===== src/rtl/decoder_pkg.sv =====
// Shared mode encoding and a single-bit decode helper for the one-hot scan decoder.
// Combinational only; no state, no backpressure.
package decoder_pkg;

  typedef enum logic {
    MODE_DIRECT = 1'b0,
    MODE_SCAN   = 1'b1
  } mode_e;

  // True when output position idx is the one selected by sel; loop it over any width.
  function automatic logic onehot_bit(input logic [31:0] sel, input logic [31:0] idx);
    return sel == idx;
  endfunction

endpackage


===== src/rtl/decoder_scan_onehot_dec.sv =====
// Combinational SEL_W -> 2**SEL_W one-hot decoder with enable (all zeros when disabled).
// Zero latency; no backpressure.
module onehot_dec
  import decoder_pkg::*;
#(
  parameter  int SEL_W = 4,
  localparam int OUT_W = 2 ** SEL_W
) (
  input  logic [SEL_W-1:0] sel,
  input  logic             en,
  output logic [OUT_W-1:0] dout
);

  always_comb begin
    dout = '0;
    for (int i = 0; i < OUT_W; i++) begin
      dout[i] = en && onehot_bit(32'(sel), 32'(i));
    end
  end

endmodule


===== src/rtl/decoder_scan.sv =====
// Registered one-hot decoder: DIRECT decodes `in`, SCAN steps 0..SCAN_LAST holding each DWELL edges.
// 1-cycle latency to all outputs; no backpressure, en=0 blanks dout and freezes state.
module decoder_scan
  import decoder_pkg::*;
#(
  parameter  int SEL_W     = 4,
  parameter  int DWELL     = 4,
  parameter  int SCAN_LAST = 2 ** SEL_W - 1,
  localparam int OUT_W     = 2 ** SEL_W
) (
  input  logic             clk,
  input  logic             rst_n,
  input  logic [SEL_W-1:0] in,
  input  logic             en,
  input  logic             mode,
  input  logic             load,
  output logic [OUT_W-1:0] dout,
  output logic [SEL_W-1:0] cur_sel,
  output logic             wrap
);

  localparam int               CNT_W    = (DWELL > 1) ? $clog2(DWELL) : 1;
  localparam logic [CNT_W-1:0] CNT_LAST = CNT_W'(DWELL - 1);
  localparam logic [31:0]      LAST_U   = 32'(SCAN_LAST);

  mode_e            mode_s;
  logic [SEL_W-1:0] sel_d, sel_q;
  logic [CNT_W-1:0] cnt_d, cnt_q;
  logic             wrap_d, wrap_q;
  logic [OUT_W-1:0] dout_d, dout_q;

  assign mode_s = mode_e'(mode);

  always_comb begin
    sel_d  = sel_q;
    cnt_d  = cnt_q;
    wrap_d = 1'b0;
    if (en) begin
      if (mode_s == MODE_DIRECT || load) begin
        sel_d = in;
        cnt_d = '0;
      end else if (cnt_q == CNT_LAST) begin
        cnt_d = '0;
        // Out-of-range loaded indices also fall into the wrap branch.
        if (32'(sel_q) >= LAST_U) begin
          sel_d  = '0;
          wrap_d = 1'b1;
        end else begin
          sel_d = sel_q + SEL_W'(1);
        end
      end else begin
        cnt_d = cnt_q + CNT_W'(1);
      end
    end
  end

  // Decode the next index so dout and cur_sel land on the same edge.
  onehot_dec #(.SEL_W(SEL_W)) u_dec (
    .sel  (sel_d),
    .en   (en),
    .dout (dout_d)
  );

  always_ff @(posedge clk or negedge rst_n) begin
    if (!rst_n) begin
      sel_q  <= '0;
      cnt_q  <= '0;
      wrap_q <= 1'b0;
      dout_q <= '0;
    end else begin
      sel_q  <= sel_d;
      cnt_q  <= cnt_d;
      wrap_q <= wrap_d;
      dout_q <= dout_d;
    end
  end

  assign dout    = dout_q;
  assign cur_sel = sel_q;
  assign wrap    = wrap_q;

endmodule


===== config.mk =====
export PLATFORM = sky130hd
export DESIGN_NAME = decoder_scan
export DESIGN_NICKNAME = d
export VERILOG_FILES = /design/src/rtl/decoder_pkg.sv /design/src/rtl/decoder_scan_onehot_dec.sv /design/src/rtl/decoder_scan.sv
export SDC_FILE = /design/constraint.sdc
export NUM_CORES = 1
export LEC_CHECK = 0
export CORE_MARGIN = 2
export CORE_UTILIZATION = 46
export CTS_CLUSTER_DIAMETER = 80
export DETAILED_ROUTE_END_ITERATION = 16
export PLACE_DENSITY_LB_ADDON = 0.1
export SETUP_SLACK_MARGIN = 0.15
export SKIP_LAST_GASP = 1
export SYNTH_ARGS = -nofsm -noshare
export SYNTH_HDL_FRONTEND = slang
export SYNTH_SLANG_ARGS = --single-unit

===== constraint.sdc =====
create_clock -name clk -period 2.1 [get_ports clk]
set_input_delay 0.42 -clock clk [delete_from_list [all_inputs] [get_ports clk]]
set_output_delay 0.42 -clock clk [all_outputs]
set_load 0.01 [all_outputs]

==> Yosys cells after proc, flatten, opt, wreduce, memory -nomap -nowiden <==
Cells that the tools add are included.
{ "word_totals": {"regBits": 23, "in_bits": 9, "out_inout_bits": 21, "wordCells": 52} }
{ "op_classes": {"n_addsub": 2, "n_lt_le_gt_ge": 1, "n_eq_ne": 16, "mux": 10, "bitwise_logic": 1, "reduce_logical": 18} }
{ "op_table": {"columns": ["operator", "count"], "rows": [
  ["equality test 4 bit, second input constant", 8],
  ["equality test 4 x 3 -> 1 bit, second input constant", 4],
  ["logical AND 1 bit", 16],
  ["two-way mux 4 bit", 4],
  ["equality test 4 x 2 -> 1 bit, second input constant", 2],
  ["adder 4 x 1 -> 4 bit, second input constant", 1],
  ["equality test 4 x 1 -> 1 bit, second input constant", 1],
  [">= comparator 4 bit, second input constant", 1],
  ["zero test 4 bit", 1],
  ["two-way mux 1 bit", 4],
  ["two-way mux 2 bit", 2],
  ["adder 2 x 1 -> 2 bit, second input constant", 1],
  ["equality test 2 bit, second input constant", 1],
  ["logical OR 1 bit", 1],
  ["NOT 1 bit", 1]
]} }

==> Logic depth before layout (Yosys ltp) <==
{ "logic_depth": {"word_depth": 7, "ltp_mapped": 6, "mapped_depth_nobuf": 6} }

==> Cells and area by module <==
A second synthesis with hierarchy kept.
{ "hier_totals": {"cells_unflattened": 78, "area_unflattened_um2": 902.1} }
{ "by_module_without_submodules": {"columns": ["mod", "n_inst", "cells_each", "area_per_inst_um2", "seq_area_each_um2"], "rows": [
  ["decoder_scan", 1, 55, 784.5, 575.6],
  ["onehot_dec", 1, 23, 117.6, 0.0]
]} }

==> Least setup slack after synthesis <==
OpenSTA, ideal clock, no wires.
{ "synth_path": {"path_type": "reg-to-reg", "start": "register sel_q[0] (netlist: cur_sel[0])", "end": "register sel_q[1] (netlist: cur_sel[1])", "setup_time_ns": 0.125, "arrival_ns": 1.545, "required_ns": 1.975, "path_slack_ns": 0.430, "stages_incl_launch_ff": 5, "path_buffers": 0, "period_less_slack_ns": 1.670, "cell_sequence": "dfrtp_1 -> ha_1 -> mux2_2 -> mux2_2 -> mux2_2"} }
{ "synth_between": {"elab_chain_cells": 5, "word_cells_on_any_way": 6, "cone_classes": "add/sub (1); order compare (1); mux (4)"} }
{ "synth_rtl": {"columns": ["element", "line", "text"], "rows": [
  ["start: declaration", "decoder_scan.sv:27", "logic [SEL_W-1:0] sel_d, sel_q;"],
  ["start signal: assignment", "decoder_scan.sv:71", "sel_q <= sel_d;"],
  ["adder 4 x 1 -> 4 bit / >= comparator 4 bit (equally long branches)", "decoder_scan.sv:49, decoder_scan.sv:45", null],
  ["two-way mux 4 bit *", "decoder_scan.sv:45", "if (32'(sel_q) >= LAST_U) begin"],
  ["two-way mux 4 bit *", "decoder_scan.sv:42", "end else if (cnt_q == CNT_LAST) begin"],
  ["two-way mux 4 bit *", "decoder_scan.sv:39", "if (mode_s == MODE_DIRECT || load) begin"],
  ["two-way mux 4 bit *", "decoder_scan.sv:38", "if (en) begin"],
  ["named net sel_d[1]", "decoder_scan.sv:27", null]
]} }
Mark *: on every way through the listed nets, which the timed path passes. The rest lies on a longest branch.
A chain may end at the register's enable or synchronous reset.

==> Worst setup path after layout <==
{ "layout_path": {"start": "register sel_q[2] (netlist: cur_sel[2])", "end": "output port cur_sel[2]"} }
{ "layout_rtl": {"columns": ["element", "line", "text"], "rows": [
  ["end: declaration", "decoder_scan.sv:18", "output logic [SEL_W-1:0] cur_sel,"]
]} }
No word-level cell between the ends.

==> flow_summary.json <==
{
  "fin_crit_sh_pct": 86.0,
  "synth_seq_cells": 23,
  "ant_nets": 0,
  "setup_viol": 0,
  "area_delta_synth_final_pct": 35.9,
  "pre_cts_ws_ns": 0.0366,
  "gp_congestion": 0.772,
  "io_pins": 30,
  "ys_seq_area_share_pct": 54.7,
  "antenna_cells": 0,
  "p_comb_share_pct": 22.1,
  "dp_hpwl_um": 1570,
  "yosysMostFrequentCell": "dfrtp_1",
  "p_per_area_nw_per_um2": 612,
  "cts_root_buffer": "clkbuf_4",
  "fp.dieH_um": 51.8,
  "grt_pass1_vias": 746,
  "core_sq_um": 2190,
  "drt-pass1-iter-count": 4,
  "peakVddDrop_uv": 397,
  "syn_nets": 99,
  "p_int_mw": 0.632,
  "hp-class": "in -> async",
  "grt_usage_pct": 18.2,
  "maxSlewHeadroom_pct": 78.9,
  "tightest_slew_ns": 0.314,
  "fmax_mhz": 553,
  "post-route-util_pct": 65.3,
  "slowest_stage": "clkdlybuf4s50_1",
  "status": "finished clean",
  "clk_latency_ns": 0.30,
  "crit_chain": "clkdlybuf4s50_1",
  "antenna_found_initial": 0,
  "post_drt_wl_per_cell_um": 13.9,
  "drive_gt1_share_pct": 21.0,
  "chipWidth_um": 51.8,
  "clkSlewWorstSetupHoldPaths_ns": 0.12,
  "power_leakage_nw": 0.618,
  "worstSetupPathType": "reg -> out",
  "synthFlopType": "dfrtp_1",
  "ys_warn_count": 0,
  "path_buf_inv": 1,
  "cap_violations": 0,
  "totalWireLength_um": 2110,
  "final-hold-violation-count": 0,
  "clock_skew_ns": 0.00279,
  "cts_tree": "yes",
  "p_sw_share_pct": 27.8,
  "hold_buffers": 0,
  "final.setup.tns_ns": 0,
  "dieArea_sq_um": 2690,
  "syn_area_sq_um": 1050,
  "rsz0062_at_grt": "false",
  "nets": 136,
  "grt_pass1_wl_um": 3510,
  "required_ns": 1.68,
  "row_count": 17,
  "clock_path_buffers": 2,
  "worstPathArrival_ns": 1.39,
  "synth_area_per_cell_sq_um": 12.0,
  "synth_top_area_share_pct": 54.7,
  "drt_iter0_markers": 15,
  "crit_family": "buffers and inverters",
  "ys_top_cells_by_count": "dfrtp_1, nor3_1, nand2_1",
  "cpPeakStageDelay_ns": 0.59,
  "vias": 799,
  "seqPwrFrac_pct": 55.5,
  "timing.final.crit_period_ns": 1.81,
  "nFillCells": 173,
  "numCtsBuffers": 3,
  "port_buffers": 29,
  "synth_edf_count": 0,
  "yosysUniqueCellTypes": 33,
  "cts_setup_buffers": 0,
  "grt.overflow.total": 0,
  "maxSlewViolCount": 0,
  "drc_errors": 0,
  "synth_top_area_cell": "dfrtp_1",
  "cts.sinks": 23,
  "synth_area_leaders": "dfrtp_1, nor3_1, mux2_2, o2bb2ai_4, ha_1",
  "crit_fanout": 6,
  "start_kind": "flop",
  "clockPowerShare_pct": 22.5,
  "start_util_pct": 48.0,
  "final.setup.worst_slack_ns": 0.293,
  "htreeDepth": 1,
  "via_per_inst": 5.26,
  "syn_inst": 88,
  "endpoint_kind": "output port",
  "grt_max_degree": 24,
  "ys_async_sr_fraction_pct": 100,
  "power.switching_mw": 0.244
}
==> final timing paths <==
| check | from | to | slack [ns] | cells after the start |
|---|---|---|---|---|
| max | cur_sel[2]$_DFF_PN0_ | cur_sel[2] | 0.29 | 1 |
| min | rst_n | cnt_q[0]$_DFFE_PN0P_ | 0.45 | 2 |
| max reg2reg | cur_sel[0]$_DFF_PN0_ | dout[12]$_DFF_PN0_ | 0.31 | 6 |
| min reg2reg | cnt_q[1]$_DFFE_PN0P_ | cnt_q[1]$_DFFE_PN0P_ | 0.55 | 2 |
| max in group asynchronous | rst_n | cur_sel[2]$_DFF_PN0_ | 1.43 | 2 |
| min in group clk | cnt_q[1]$_DFFE_PN0P_ | cnt_q[1]$_DFFE_PN0P_ | 0.55 | 2 |
==> area by class of cell <==
cell class | count | area (sq um) | area share (%)
inverters | 4 | 17.5 | 1.22
well taps | 28 | 35.0 | 2.45
clock inverters | 1 | 5.00 | 0.350
clock buffers | 3 | 22.5 | 1.57
flip-flops and latches | 23 | 576 | 40.2
repair buffers | 35 | 335 | 23.4
multi-input cells | 58 | 439 | 30.7
==> layer usage <==
layer | wire [um] | GRT usage (%)
met4 | 13 | 7.89
met1 | 985 | 25.0
met5 | 0 | 0
met3 | 57 | 3.45
met2 | 1050 | 28.1
==> state kept, by name, indices dropped and copies added (netlist names) <==
name	cells
cnt_q	2
cur_sel	4
dout	16
wrap	1
==> power groups by stage <==
stage / Sequential, mW / Clock [mW] / Combinational, mW
after CTS: 0.486 / 0.209 / 0.195
final: 0.486 / 0.197 / 0.193
after global placement: 0.494 / 0 / 0.192
after floorplan: 0.500 / 0 / 0.0929
after detailed placement: 0.494 / 0 / 0.195
after global routing: 0.489 / 0.227 / 0.212
==> placed cells by master (no fill, tap or decap), types with 2 or more instances in the layout <==
cell type	n
clkdlybuf4s50_1	29
dfrtp_1	23
nor3_1	16
buf_4	6
nand2_1	5
o21ai_0	4
mux2_2	4
clkbuf_4	3
and3_1	2
mux2i_1	2
nand4_1	2
o211ai_2	2
nor2_1	2
inv_1	2
nand3_1	2
==> logic make-up (layout without fill, tap and decap cells) <==
group | after synthesis | count (layout) | synth area share [%]
flops | 23 | 23 | 54.7
simple gates | 38 | 38 | 20.1
mux | 6 | 6 | 6.18
buf+inv | 7 | 43 | 3.81
compound gates | 12 | 12 | 12.8
fa+ha+maj | 2 | 2 | 2.38
==> through the flow <==
step                      hold slack, ns  power [mW]  area [sq um]  cells
after floorplan                    0.124       0.593          1050     88
after global placement             0.519       0.686          1400    148
after detailed placement           0.532       0.689          1400    148
after CTS                          0.445       0.890          1430    152
after global routing               0.470       0.928          1430    152
final                              0.449       0.876          1430    152
==> repair_timing <==
action | 4_1_cts | 5_1_grt
setup endpoints to repair | 0 | 2
resized for setup | 0 | 1
hold endpoints to repair | 0 | 0
No activity file was read; power rests on OpenSTA's default activity.
